$ cat src/rtl/fetch_pkg.sv
// Shared definitions for the fetch stage: reset PC, redirect priority,
// fetch-queue entry layout and counter sizing.
package fetch_pkg;

  localparam logic [31:0] RESET_PC_DEFAULT = 32'hBFC0_0000;

  // Redirect sources, listed from highest to lowest priority.
  typedef enum logic [2:0] {
    SEL_NONE   = 3'd0,
    SEL_ERET   = 3'd1,
    SEL_JUMP   = 3'd2,
    SEL_JR     = 3'd3,
    SEL_BRANCH = 3'd4
  } redirect_sel_e;

  // Pick the highest-priority asserted redirect source.
  function automatic redirect_sel_e redirect_select(input logic eret_v,
                                                    input logic jump_v,
                                                    input logic jr_v,
                                                    input logic branch_v);
    if (eret_v)   return SEL_ERET;
    if (jump_v)   return SEL_JUMP;
    if (jr_v)     return SEL_JR;
    if (branch_v) return SEL_BRANCH;
    return SEL_NONE;
  endfunction

  // Queue entry layout, MSB to LSB: {pc[width], instr[width], adel}.
  localparam int ENTRY_ADEL_BIT = 0;

  function automatic int entry_width(input int width);
    return 2 * width + 1;
  endfunction

  // Counters must hold 0..depth inclusive.
  function automatic int cnt_width(input int depth);
    return $clog2(depth + 1);
  endfunction

endpackage

$ cat src/rtl/fetch_queue.sv
// Fetch queue: synchronous FIFO with flush. Pointers carry one extra MSB so
// full and empty are distinguished without a separate occupancy register.
module fetch_queue
  import fetch_pkg::*;
#(
  parameter int WIDTH = 65,
  parameter int DEPTH = 4
) (
  input  logic                          clk,
  input  logic                          rst,
  input  logic                          flush,
  input  logic                          push,
  input  logic [WIDTH-1:0]              push_data,
  input  logic                          pop,
  output logic [WIDTH-1:0]              head_data,
  output logic                          full,
  output logic                          empty,
  output logic [cnt_width(DEPTH)-1:0]   count
);

  localparam int AW = $clog2(DEPTH);
  localparam int CW = cnt_width(DEPTH);

  logic [WIDTH-1:0] mem [DEPTH];
  logic [AW:0]      wr_ptr_reg;
  logic [AW:0]      rd_ptr_reg;
  logic             do_push;
  logic             do_pop;

  assign empty = (wr_ptr_reg == rd_ptr_reg);
  assign full  = (wr_ptr_reg[AW] != rd_ptr_reg[AW]) &&
                 (wr_ptr_reg[AW-1:0] == rd_ptr_reg[AW-1:0]);
  assign count = CW'(wr_ptr_reg - rd_ptr_reg);

  // A push into a full queue is accepted when the head leaves in the same cycle.
  assign do_push   = push && (!full || pop);
  assign do_pop    = pop && !empty;
  assign head_data = mem[rd_ptr_reg[AW-1:0]];

  // Pointer update; flush empties the queue and wins over push/pop.
  always_ff @(posedge clk or posedge rst) begin
    if (rst) begin
      wr_ptr_reg <= '0;
      rd_ptr_reg <= '0;
    end else if (flush) begin
      wr_ptr_reg <= '0;
      rd_ptr_reg <= '0;
    end else begin
      if (do_push) wr_ptr_reg <= wr_ptr_reg + 1'b1;
      if (do_pop)  rd_ptr_reg <= rd_ptr_reg + 1'b1;
    end
  end

  // Entry storage; a push that coincides with a flush is dropped.
  always_ff @(posedge clk) begin
    if (do_push && !flush) mem[wr_ptr_reg[AW-1:0]] <= push_data;
  end

endmodule

$ cat src/rtl/fetch_stage.sv
// Instruction fetch stage: owns the PC, issues pipelined memory requests under
// a credit limit, tracks in-flight responses and buffers results for decode.
module fetch_stage
  import fetch_pkg::*;
#(
  parameter int               WIDTH    = 32,
  parameter logic [WIDTH-1:0] RESET_PC = WIDTH'(RESET_PC_DEFAULT),
  parameter int               DEPTH    = 4
) (
  input  logic             clk,
  input  logic             rst,
  input  logic             eret_valid,
  input  logic [WIDTH-1:0] eret_addr,
  input  logic             jump_valid,
  input  logic [WIDTH-1:0] jump_addr,
  input  logic             jr_valid,
  input  logic [WIDTH-1:0] jr_addr,
  input  logic             branch_valid,
  input  logic [WIDTH-1:0] branch_addr,
  input  logic             stall,
  output logic             inst_req,
  output logic [WIDTH-1:0] inst_addr,
  input  logic             inst_addr_ok,
  input  logic [WIDTH-1:0] inst_rdata,
  input  logic             inst_data_ok,
  output logic             out_valid,
  input  logic             out_ready,
  output logic [WIDTH-1:0] out_instr,
  output logic [WIDTH-1:0] out_pc,
  output logic [WIDTH-1:0] out_pc_add_4,
  output logic             out_adel
);

  localparam int EW = entry_width(WIDTH);
  localparam int CW = cnt_width(DEPTH);
  localparam int SW = CW + 2;

  logic [WIDTH-1:0] pc_reg, pc_next;
  logic [WIDTH-1:0] resp_pc_reg, resp_pc_next;
  logic [CW-1:0]    live_reg, live_next;
  logic [CW-1:0]    discard_reg, discard_next;
  logic             halted_reg, halted_next;

  logic             redirect;
  redirect_sel_e    redirect_sel;
  logic [WIDTH-1:0] target;
  logic             aligned;
  logic [SW-1:0]    inflight;
  logic             accept;
  logic             resp_keep;
  logic             resp_drop;
  logic             adel_push;

  logic             q_push;
  logic [EW-1:0]    q_push_data;
  logic             q_pop;
  logic [EW-1:0]    q_head;
  logic             q_full;
  logic             q_empty;
  logic [CW-1:0]    q_count;

  assign redirect     = eret_valid | jump_valid | jr_valid | branch_valid;
  assign redirect_sel = redirect_select(eret_valid, jump_valid, jr_valid, branch_valid);

  // Redirect target mux following the fixed priority order.
  always_comb begin
    target = branch_addr;
    case (redirect_sel)
      SEL_ERET: target = eret_addr;
      SEL_JUMP: target = jump_addr;
      SEL_JR:   target = jr_addr;
      default:  target = branch_addr;
    endcase
  end

  // Every accepted request, pending discard and queued entry holds a credit,
  // so a response always finds room in the queue.
  assign aligned   = (pc_reg[1:0] == 2'b00);
  assign inflight  = SW'(live_reg) + SW'(discard_reg) + SW'(q_count);
  assign inst_req  = !rst && !stall && !redirect && !halted_reg && aligned &&
                     (inflight < SW'(DEPTH));
  assign inst_addr = pc_reg;
  assign accept    = inst_req && inst_addr_ok;

  // Responses to requests issued before a redirect are dropped first.
  assign resp_drop = inst_data_ok && (discard_reg != '0);
  assign resp_keep = inst_data_ok && (discard_reg == '0);

  // A misaligned PC becomes a single address-error entry once earlier
  // fetches have drained, then fetch halts until the next redirect.
  assign adel_push = !redirect && !halted_reg && !aligned && (live_reg == '0) && !q_full;

  assign q_push      = resp_keep || adel_push;
  assign q_push_data = resp_keep ? {resp_pc_reg, inst_rdata, 1'b0}
                                 : {pc_reg, {WIDTH{1'b0}}, 1'b1};

  assign out_valid    = !q_empty && !redirect;
  assign q_pop        = out_valid && out_ready;
  assign out_pc       = q_head[EW-1 -: WIDTH];
  assign out_instr    = q_head[WIDTH:1];
  assign out_adel     = q_head[ENTRY_ADEL_BIT];
  assign out_pc_add_4 = out_pc + WIDTH'(4);

  fetch_queue #(
    .WIDTH (EW),
    .DEPTH (DEPTH)
  ) u_queue (
    .clk       (clk),
    .rst       (rst),
    .flush     (redirect),
    .push      (q_push),
    .push_data (q_push_data),
    .pop       (q_pop),
    .head_data (q_head),
    .full      (q_full),
    .empty     (q_empty),
    .count     (q_count)
  );

  // Next-state for PC, response PC, credit counters and the halt flag.
  always_comb begin
    pc_next      = pc_reg;
    resp_pc_next = resp_pc_reg;
    live_next    = live_reg;
    discard_next = discard_reg;
    halted_next  = halted_reg;
    if (redirect) begin
      pc_next      = target;
      resp_pc_next = target;
      live_next    = '0;
      // Live requests become discards, except one whose data lands now
      // (it is already gone via the flush); a dropped response retires one.
      discard_next = discard_reg + live_reg - CW'(resp_keep) - CW'(resp_drop);
      halted_next  = 1'b0;
    end else begin
      if (accept)    pc_next      = pc_reg + WIDTH'(4);
      if (resp_keep) resp_pc_next = resp_pc_reg + WIDTH'(4);
      live_next = live_reg + CW'(accept) - CW'(resp_keep);
      if (resp_drop) discard_next = discard_reg - CW'(1);
      if (adel_push) halted_next  = 1'b1;
    end
  end

  // State registers.
  always_ff @(posedge clk or posedge rst) begin
    if (rst) begin
      pc_reg      <= RESET_PC;
      resp_pc_reg <= RESET_PC;
      live_reg    <= '0;
      discard_reg <= '0;
      halted_reg  <= 1'b0;
    end else begin
      pc_reg      <= pc_next;
      resp_pc_reg <= resp_pc_next;
      live_reg    <= live_next;
      discard_reg <= discard_next;
      halted_reg  <= halted_next;
    end
  end

endmodule
$ cat config.mk
export PLATFORM = sky130hd
export DESIGN_NAME = fetch_stage
export DESIGN_NICKNAME = d
export VERILOG_FILES = /design/src/rtl/fetch_pkg.sv /design/src/rtl/fetch_queue.sv /design/src/rtl/fetch_stage.sv
export SDC_FILE = /design/constraint.sdc
export NUM_CORES = 1
export LEC_CHECK = 0
export ABC_AREA = 1
export BUFFER_PORTS_ARGS = -buffer_cell sky130_fd_sc_hd__buf_2
export CORE_MARGIN = 2
export CORE_UTILIZATION = 57
export CTS_CLUSTER_SIZE = 28
export DETAILED_ROUTE_END_ITERATION = 10
export PLACE_DENSITY = 0.81
export SLEW_MARGIN = 20
export SYNTH_ARGS = -nofsm -noshare
export SYNTH_HDL_FRONTEND = slang
export SYNTH_HIERARCHICAL = 1
export SYNTH_SLANG_ARGS = --single-unit
$ cat constraint.sdc
create_clock -name clk -period 6.5 [get_ports clk]
set_input_delay 0.975 -clock clk [delete_from_list [all_inputs] [get_ports clk]]
set_output_delay 0.975 -clock clk [all_outputs]
set_load 0.02 [all_outputs]
==> flow_metrics.py, run 1 <==
metrics = {
    "yosys": {
        "netlist_top_cells_area": "edfxtp_1, nand2_1, dfrtp_1",
        "yosys_warnings": 6,
        "async_flop_share_pct": 22.85,
        "synth_cell_types": 45,
        "synth_edf_count": 260,
        "ys_seq_elements": 337,
        "synthesis.nets": 2226,
        "yosysTopAreaCell": "edfxtp_1",
        "synth_ff_type": "edfxtp_1",
        "synth_top_area_share_pct": 42.93,
        "netlist_area_um2": 18190,
        "synth.avg_cell_area_um2": 8.963,
        "syn_inst": 2029,
        "yosysSeqAreaShare_pct": 53.65,
    },
    "timing": {
        "min_period_over_period_pct": 84.36,
        "fmax_ghz": 0.1824,
        "fin_ws_ns": 1.017,
        "grt_setup_unrepaired": "false",
        "worst_pin_slew_ns": 0.9596,
        "finalClockSkew_ns": 0.02319,
        "finalSetupViolCount": 0,
        "setup-tns-final_ns": 0,
        "drv_slew": 0,
        "period_minus_slack_ns": 5.483,
        "hold_viol": 0,
        "slew_headroom_pct": 36.03,
    },
    "route": {
        "wl_per_cell_um": 18.96,
        "drcViolationCount": 0,
        "vias_per_cell": 5.768,
        "dr.pass1.iters": 6,
        "wl_um": 51510,
        "ant_nets": 0,
        "via_count": 15672,
        "drt-initial-drc-count": 1424,
    },
    "cts": {
        "cts_tree": "yes",
        "post_cts_buffers": 0,
        "clockBufferDepth": 3,
        "insertion_delay_ns": 0.53,
        "clk_pin_slew_ns": 0.06,
        "ctsResizeCount": 0,
        "ctsHoldBuffers": 0,
        "clock-sinks": 337,
        "clockRootBuffer": "clkbuf_16",
        "cts_buffers": 35,
        "cts-htree-levels": 2,
    },
    "setup_path": {
        "critPathLaunchType": "flop",
        "cp_data_required_time_ns": 5.52,
        "reg2regPathDepth": 17,
        "critPathMaxStageDelay_ns": 0.79,
        "crit_family": "buffers and inverters",
        "critPathBufInv": 3,
        "ff2ff_setup_slack_ns": 1.92,
        "critPathKind": "reg -> out",
        "path_max_fanout": 93,
        "setup.worst_path.end_class": "primary output",
        "worst_path_max_delay_cell": "buf_4",
        "crit_path_cell_trace": "buf_4 > o21ai_0 > o22ai_1 > ha_1 > nand2_1 > nor3_2 > inv_1 > nor3_1 > nand3_1 > xor2_1 > buf_2",
        "r2r-end": "live_reg[2]",
        "timing.rr.start": "u_queue/rd_ptr_reg[1]",
        "worst_ep_arrival_time_ns": 4.51,
    },
    "floorplan": {
        "dieArea_um2": 33350,
        "ios": 301,
        "die_w_um": 182.6,
        "core-area_um2": 31470,
        "die_h_um": 182.6,
        "core.rowCount": 65,
        "start_util_pct": 57.78,
    },
    "global_routing": {
        "grt_use_total_pct": 30.97,
        "antenna_found_initial": 0,
        "grt_max_degree": 94,
        "grt_pass1_wl_um": 80230,
        "grt.overflow.total": 0,
        "grt_pass1_vias": 14925,
    },
    "final_layout": {
        "area_delta_synth_final_pct": 15.45,
        "final_util_pct": 66.71,
        "antenna_cells": 0,
        "fin_cells": 2717,
        "final_nets": 2487,
        "layout-drive-gt1-share_pct": 20.95,
        "largest_register_ffs": 260,
    },
    "power_and_ir_drop": {
        "p_leak_nw": 8.998,
        "power_density_nw_per_um2": 248.0,
        "p_comb_share_pct": 13.2,
        "p_int_w": 0.003821,
        "ir_worst_vdd_uv": 159.5,
        "clkPwrFrac_pct": 37.6,
        "switching_share_pct": 26.61,
        "p_seq_share_pct": 49.2,
        "p_switching_w": 0.001385,
    },
    "outcome": {
        "status": "completed",
    },
    "placement": {
        "dp.cells": 2655,
        "dp_hpwl_um": 35840,
        "gp_congestion": 1.002,
        "dp_slack_ns": 1.652,
        "io_buffers": 300,
    },
    "worst_hold_path": {
        "hp-class": "in -> async",
    },
    "flow_run": {
        "drv_cap": 0,
    },
}
metal layers:
layer	up-vias	part of all wire (%)	track usage, %
met2	926	48	52.76
met3	142	9.4	5.049
met5	-	0	0
met4	0	4.1	11.26
li1	7309	-	-
met1	7295	38	40.23
power by group through the flow:
stage | clock network, W | logic, W | registers (W)
floorplan | 0 | 0.000397 | 0.00259
global placement | 0 | 0.000644 | 0.00260
detailed placement | 0 | 0.000672 | 0.00260
CTS | 0.00198 | 0.000679 | 0.00255
global route | 0.00207 | 0.000771 | 0.00257
finish | 0.00196 | 0.000689 | 0.00256
final cells by class:
type | count | area, um2
tap | 402 | 503.0
timing repair buffer | 316 | 1672
multi-input combinational | 1426 | 7277
inverter | 174 | 658.1
fill | 2430 | 10480
clock inverter | 19 | 186.4
sequential | 337 | 9762
clock buffer | 43 | 937.1
Yosys cell counts, types with 2 or more instances:
master and instances:
o21bai_1 2, nor3b_1 4, nor4_1 3, buf_4 4, o21ai_1 20, o211ai_1 2, dfrtp_1 59, nand3b_1 2
clkinv_1 2, ha_1 20, dfstp_2 18, nand4_1 38, nand2_1 527, fa_1 7, o22ai_2 36, o22ai_1 29
buf_2 28, buf_6 9, nand3_1 65, clkbuf_1 43, o31ai_1 2, o21ai_2 4, a31oi_1 3, inv_1 166
buf_1 3, xnor2_1 12, a22oi_1 16, nor2_1 311, inv_2 5, a21oi_1 50, o21ai_0 184, edfxtp_1 260
nand2_2 3, nor2_4 38, nor3_1 11, buf_12 5, xor2_1 30
metrics by stage:
| step | hold slack [ns] | instance area [um2] | total power [W] |
|---|---|---|---|
| finish | 0.4160 | 21000 | 0.005206 |
| floorplan | 0.4782 | 18190 | 0.002991 |
| CTS | 0.4201 | 20990 | 0.005211 |
| detailed placement | 0.4948 | 19870 | 0.003270 |
| global placement | 0.4974 | 19870 | 0.003240 |
| global route | 0.4281 | 21000 | 0.005407 |
kinds of logic after synthesis:
family          synth area share, %
compound gates                11.72
fa+ha+maj                     2.147
xor+xnor                      2.023
buf+inv                       6.612
flops                         53.65
simple gates                  23.85
how the worst max path moves through the flow:
stage / cells past startpoint / from / to / slack, ns
final: 11 / u_queue/rd_ptr_reg[0] / out_pc_add_4[18] / 1.02
after CTS: 12 / u_queue/rd_ptr_reg[0] / out_pc_add_4[30] / 1.02
after detailed placement: 12 / u_queue/rd_ptr_reg[0] / out_pc_add_4[30] / 1.65
after floorplan: 11 / eret_valid / u_queue/mem[0][0] / 0.75
after global placement: 12 / u_queue/rd_ptr_reg[0] / out_pc_add_4[30] / 1.74
after global routing: 12 / u_queue/rd_ptr_reg[0] / out_pc_add_4[30] / 0.72
placed cells by master, fill, tap and decap left out, types with 7 or more instances in the layout:
cell type	count
a21oi_1	50
edfxtp_1	260
nor3_1	10
nor2_1	306
nand4_1	38
ha_1	20
dfrtp_1	57
o21ai_1	20
inv_1	165
clkbuf_16	36
dfstp_2	18
o22ai_1	29
fa_1	7
clkinv_1	9
o22ai_2	36
xnor2_1	12
nand2_1	526
xor2_1	30
nor2_4	43
buf_2	300
o21ai_0	184
nand3_1	65
a22oi_1	16
buf_4	12
No activity file was read; power rests on OpenSTA's default activity.
==> run 2: changes to the inputs <==
ABC_AREA = 0   (was 1)
CORE_UTILIZATION = 56   (was 57)
PLACE_DENSITY = 0.8   (was 0.81)
clock period = 5.3 ns   (was 6.5 ns; I/O delays follow)
==> flow_metrics.py, run 2 <==
metrics = {
    "outcome": {
        "status": "completed",
    },
    "setup_path": {
        "crit_path_cell_trace": "buf_4 > buf_6 > mux4_2 > nand4_1 > nor4_1 > buf_4 > and4_1 > nand4_1 > xnor2_1 > buf_2",
        "critPathKind": "reg -> out",
        "worst_path_max_delay_cell": "buf_6",
        "reg2regPathDepth": 21,
        "path_max_fanout": 39,
        "worst_ep_arrival_time_ns": 4.06,
        "cp_data_required_time_ns": 4.51,
        "critPathLaunchType": "flop",
        "setup.worst_path.end_class": "primary output",
        "critPathMaxStageDelay_ns": 0.54,
    },
    "yosys": {
        "synth_top_area_share_pct": 47.39,
        "yosysTopAreaCell": "edfxtp_1",
        "synth_cell_types": 69,
        "synth.avg_cell_area_um2": 12.80,
        "yosysSeqAreaShare_pct": 59.22,
        "synthesis.nets": 1484,
        "ys_seq_elements": 337,
        "netlist_top_cells_area": "edfxtp_1, dfrtp_1, mux4_2",
        "netlist_area_um2": 16480,
        "synth_edf_count": 260,
        "synth_ff_type": "edfxtp_1",
        "async_flop_share_pct": 22.85,
        "synth_common_cells": "edfxtp_1, nand2_1, a21oi_1",
        "yosysMostFrequentCell": "edfxtp_1",
        "syn_inst": 1287,
        "yosys_warnings": 6,
    },
    "global_routing": {
        "grt.overflow.total": 0,
        "antenna_found_initial": 0,
        "grt_pass1_vias": 12220,
        "grt_pass1_wl_um": 70630,
        "grt_use_total_pct": 29.93,
        "grt_max_degree": 67,
    },
    "floorplan": {
        "core-area_um2": 28860,
        "die_h_um": 175.5,
        "start_util_pct": 57.09,
        "die_w_um": 175.5,
        "dieArea_um2": 30810,
        "core.rowCount": 62,
        "ios": 301,
    },
    "timing": {
        "worst_pin_slew_ns": 1.133,
        "holdWs_ns": 0.2347,
        "min_period_over_period_pct": 91.54,
        "period_minus_slack_ns": 4.852,
        "drv_slew": 0,
        "finalSetupViolCount": 0,
        "hold_viol": 0,
        "finalClockSkew_ns": 0.01479,
        "grt_setup_unrepaired": "false",
        "fmax_ghz": 0.2061,
        "slew_headroom_pct": 24.44,
        "setup-tns-final_ns": 0,
        "fin_ws_ns": 0.4483,
    },
    "cts": {
        "ctsHoldBuffers": 0,
        "cts_buffers": 35,
        "cts-htree-levels": 2,
        "clockBufferDepth": 3,
        "clock-sinks": 337,
        "cts_tree": "yes",
        "clk_pin_slew_ns": 0.06,
        "clockRootBuffer": "clkbuf_16",
        "insertion_delay_ns": 0.52,
    },
    "route": {
        "vias_per_cell": 6.296,
        "drcViolationCount": 0,
        "via_count": 12467,
        "drt-initial-drc-count": 1524,
        "wl_per_cell_um": 23.41,
        "wl_um": 46360,
        "ant_nets": 0,
        "dr.pass1.iters": 5,
    },
    "final_layout": {
        "largest_register_ffs": 260,
        "regArea_um2": 9762,
        "final_cell_mix": "buf_2, edfxtp_1, nand2_1",
        "fill_cells": 2128,
        "area_delta_synth_final_pct": 17.76,
        "layout-drive-gt1-share_pct": 30.76,
        "final_nets": 1770,
        "antenna_cells": 0,
        "final_common_cell": "buf_2",
        "multi_input_area_um2": 6205,
    },
    "placement": {
        "dp_slack_ns": 0.5227,
        "io_buffers": 300,
        "gp_congestion": 0.9206,
        "dp_hpwl_um": 32240,
    },
    "power_and_ir_drop": {
        "power_density_nw_per_um2": 326.3,
        "ir_worst_vdd_uv": 210.6,
        "p_leak_nw": 7.637,
        "finalPower_w": 0.006330,
    },
    "flow_run": {
        "drv_cap": 0,
    },
    "worst_hold_path": {
        "hp-class": "in -> async",
    },
}
run 2: changes by cell type after synthesis, moves of 37 or more:
cell | before | now
nand2_1 | 527 | 173
nor2_1 | 311 | 59
o21ai_0 | 184 | 38
inv_1 | 166 | 41
mux4_2 | 0 | 65
and3_1 | 0 | 57
nor2_4 | 38 | 1
run 2: cells by family after synthesis:
kind of cell	Yosys count	synth area share [%]
muxes	69	9.174
buffers and inverters	125	3.182
DFF	337	59.22
xor gates and xnor gates	37	1.967
AOI/OAI and AO/OA	282	11.99
adders and majority gates	27	2.369
and+or+nand+nor	410	12.10
run 2: area by class of cell:
class	count	area share (%)
Clock buffer	44	4.689
Inverter	43	0.8319
Timing Repair Buffer	331	8.958
Sequential cell	337	50.32
Tap cell	384	2.476
Clock inverter	16	0.7481
Multi-Input combinational cell	825	31.98
run 2: critical path, delay by kind of cell (launching register included):
family                    cells  cell delay, ns
muxes                         1            0.42
DFF                           1            0.40
buffers and inverters         4            1.43
and+or+nand+nor               4            1.06
xor gates and xnor gates      1            0.19
run 2: path summary, 6_finish.rpt:
kind | startpoint | endpoint | slack (ns)
worst max-delay path | u_queue/rd_ptr_reg[0] | out_pc_add_4[31] | 0.45
worst min-delay path | rst | u_queue/rd_ptr_reg[2] | 0.23
worst max register to register | u_queue/wr_ptr_reg[0] | live_reg[2] | 0.52
worst min register to register | resp_pc_reg[0] | resp_pc_reg[0] | 0.47
max in group asynchronous | rst | resp_pc_reg[28] | 3.88
min in group clk | resp_pc_reg[0] | resp_pc_reg[0] | 0.47
run 2: timing repair:
item / 4_1_cts / 5_1_grt
resized for setup: 0 / 1
setup buffers: 0 / 0
hold endpoints to repair: 0 / 0
setup endpoints to repair: 0 / 1
run 2: power by group:
part | switching (W) | internal (W) | total (W)
Combinational | 0.000571 | 0.000302 | 0.000873
Sequential | 0.000134 | 0.00304 | 0.00317
Clock | 0.000969 | 0.00132 | 0.00228
Total | 0.00167 | 0.00466 | 0.00633
run 2: per-layer routing:
| metal | part of all wire, % | global-route usage, % | vias to the layer above |
|---|---|---|---|
| met2 | 50 | 50.82 | 729 |
| li1 | - | - | 5537 |
| met5 | 0 | 0 | - |
| met1 | 39 | 40.14 | 6139 |
| met4 | 2.5 | 8.471 | 0 |
| met3 | 8.5 | 5.195 | 62 |
run 2: per-stage QoR:
step | utilization (%) | std cells | cell area, um2
floorplan | - | 1287 | 16480
global placement | 63.56 | 1920 | 18340
detailed placement | 63.56 | 1920 | 18340
CTS | 67.22 | 1980 | 19400
global route | 67.23 | 1980 | 19400
finish | 67.23 | 1980 | 19400
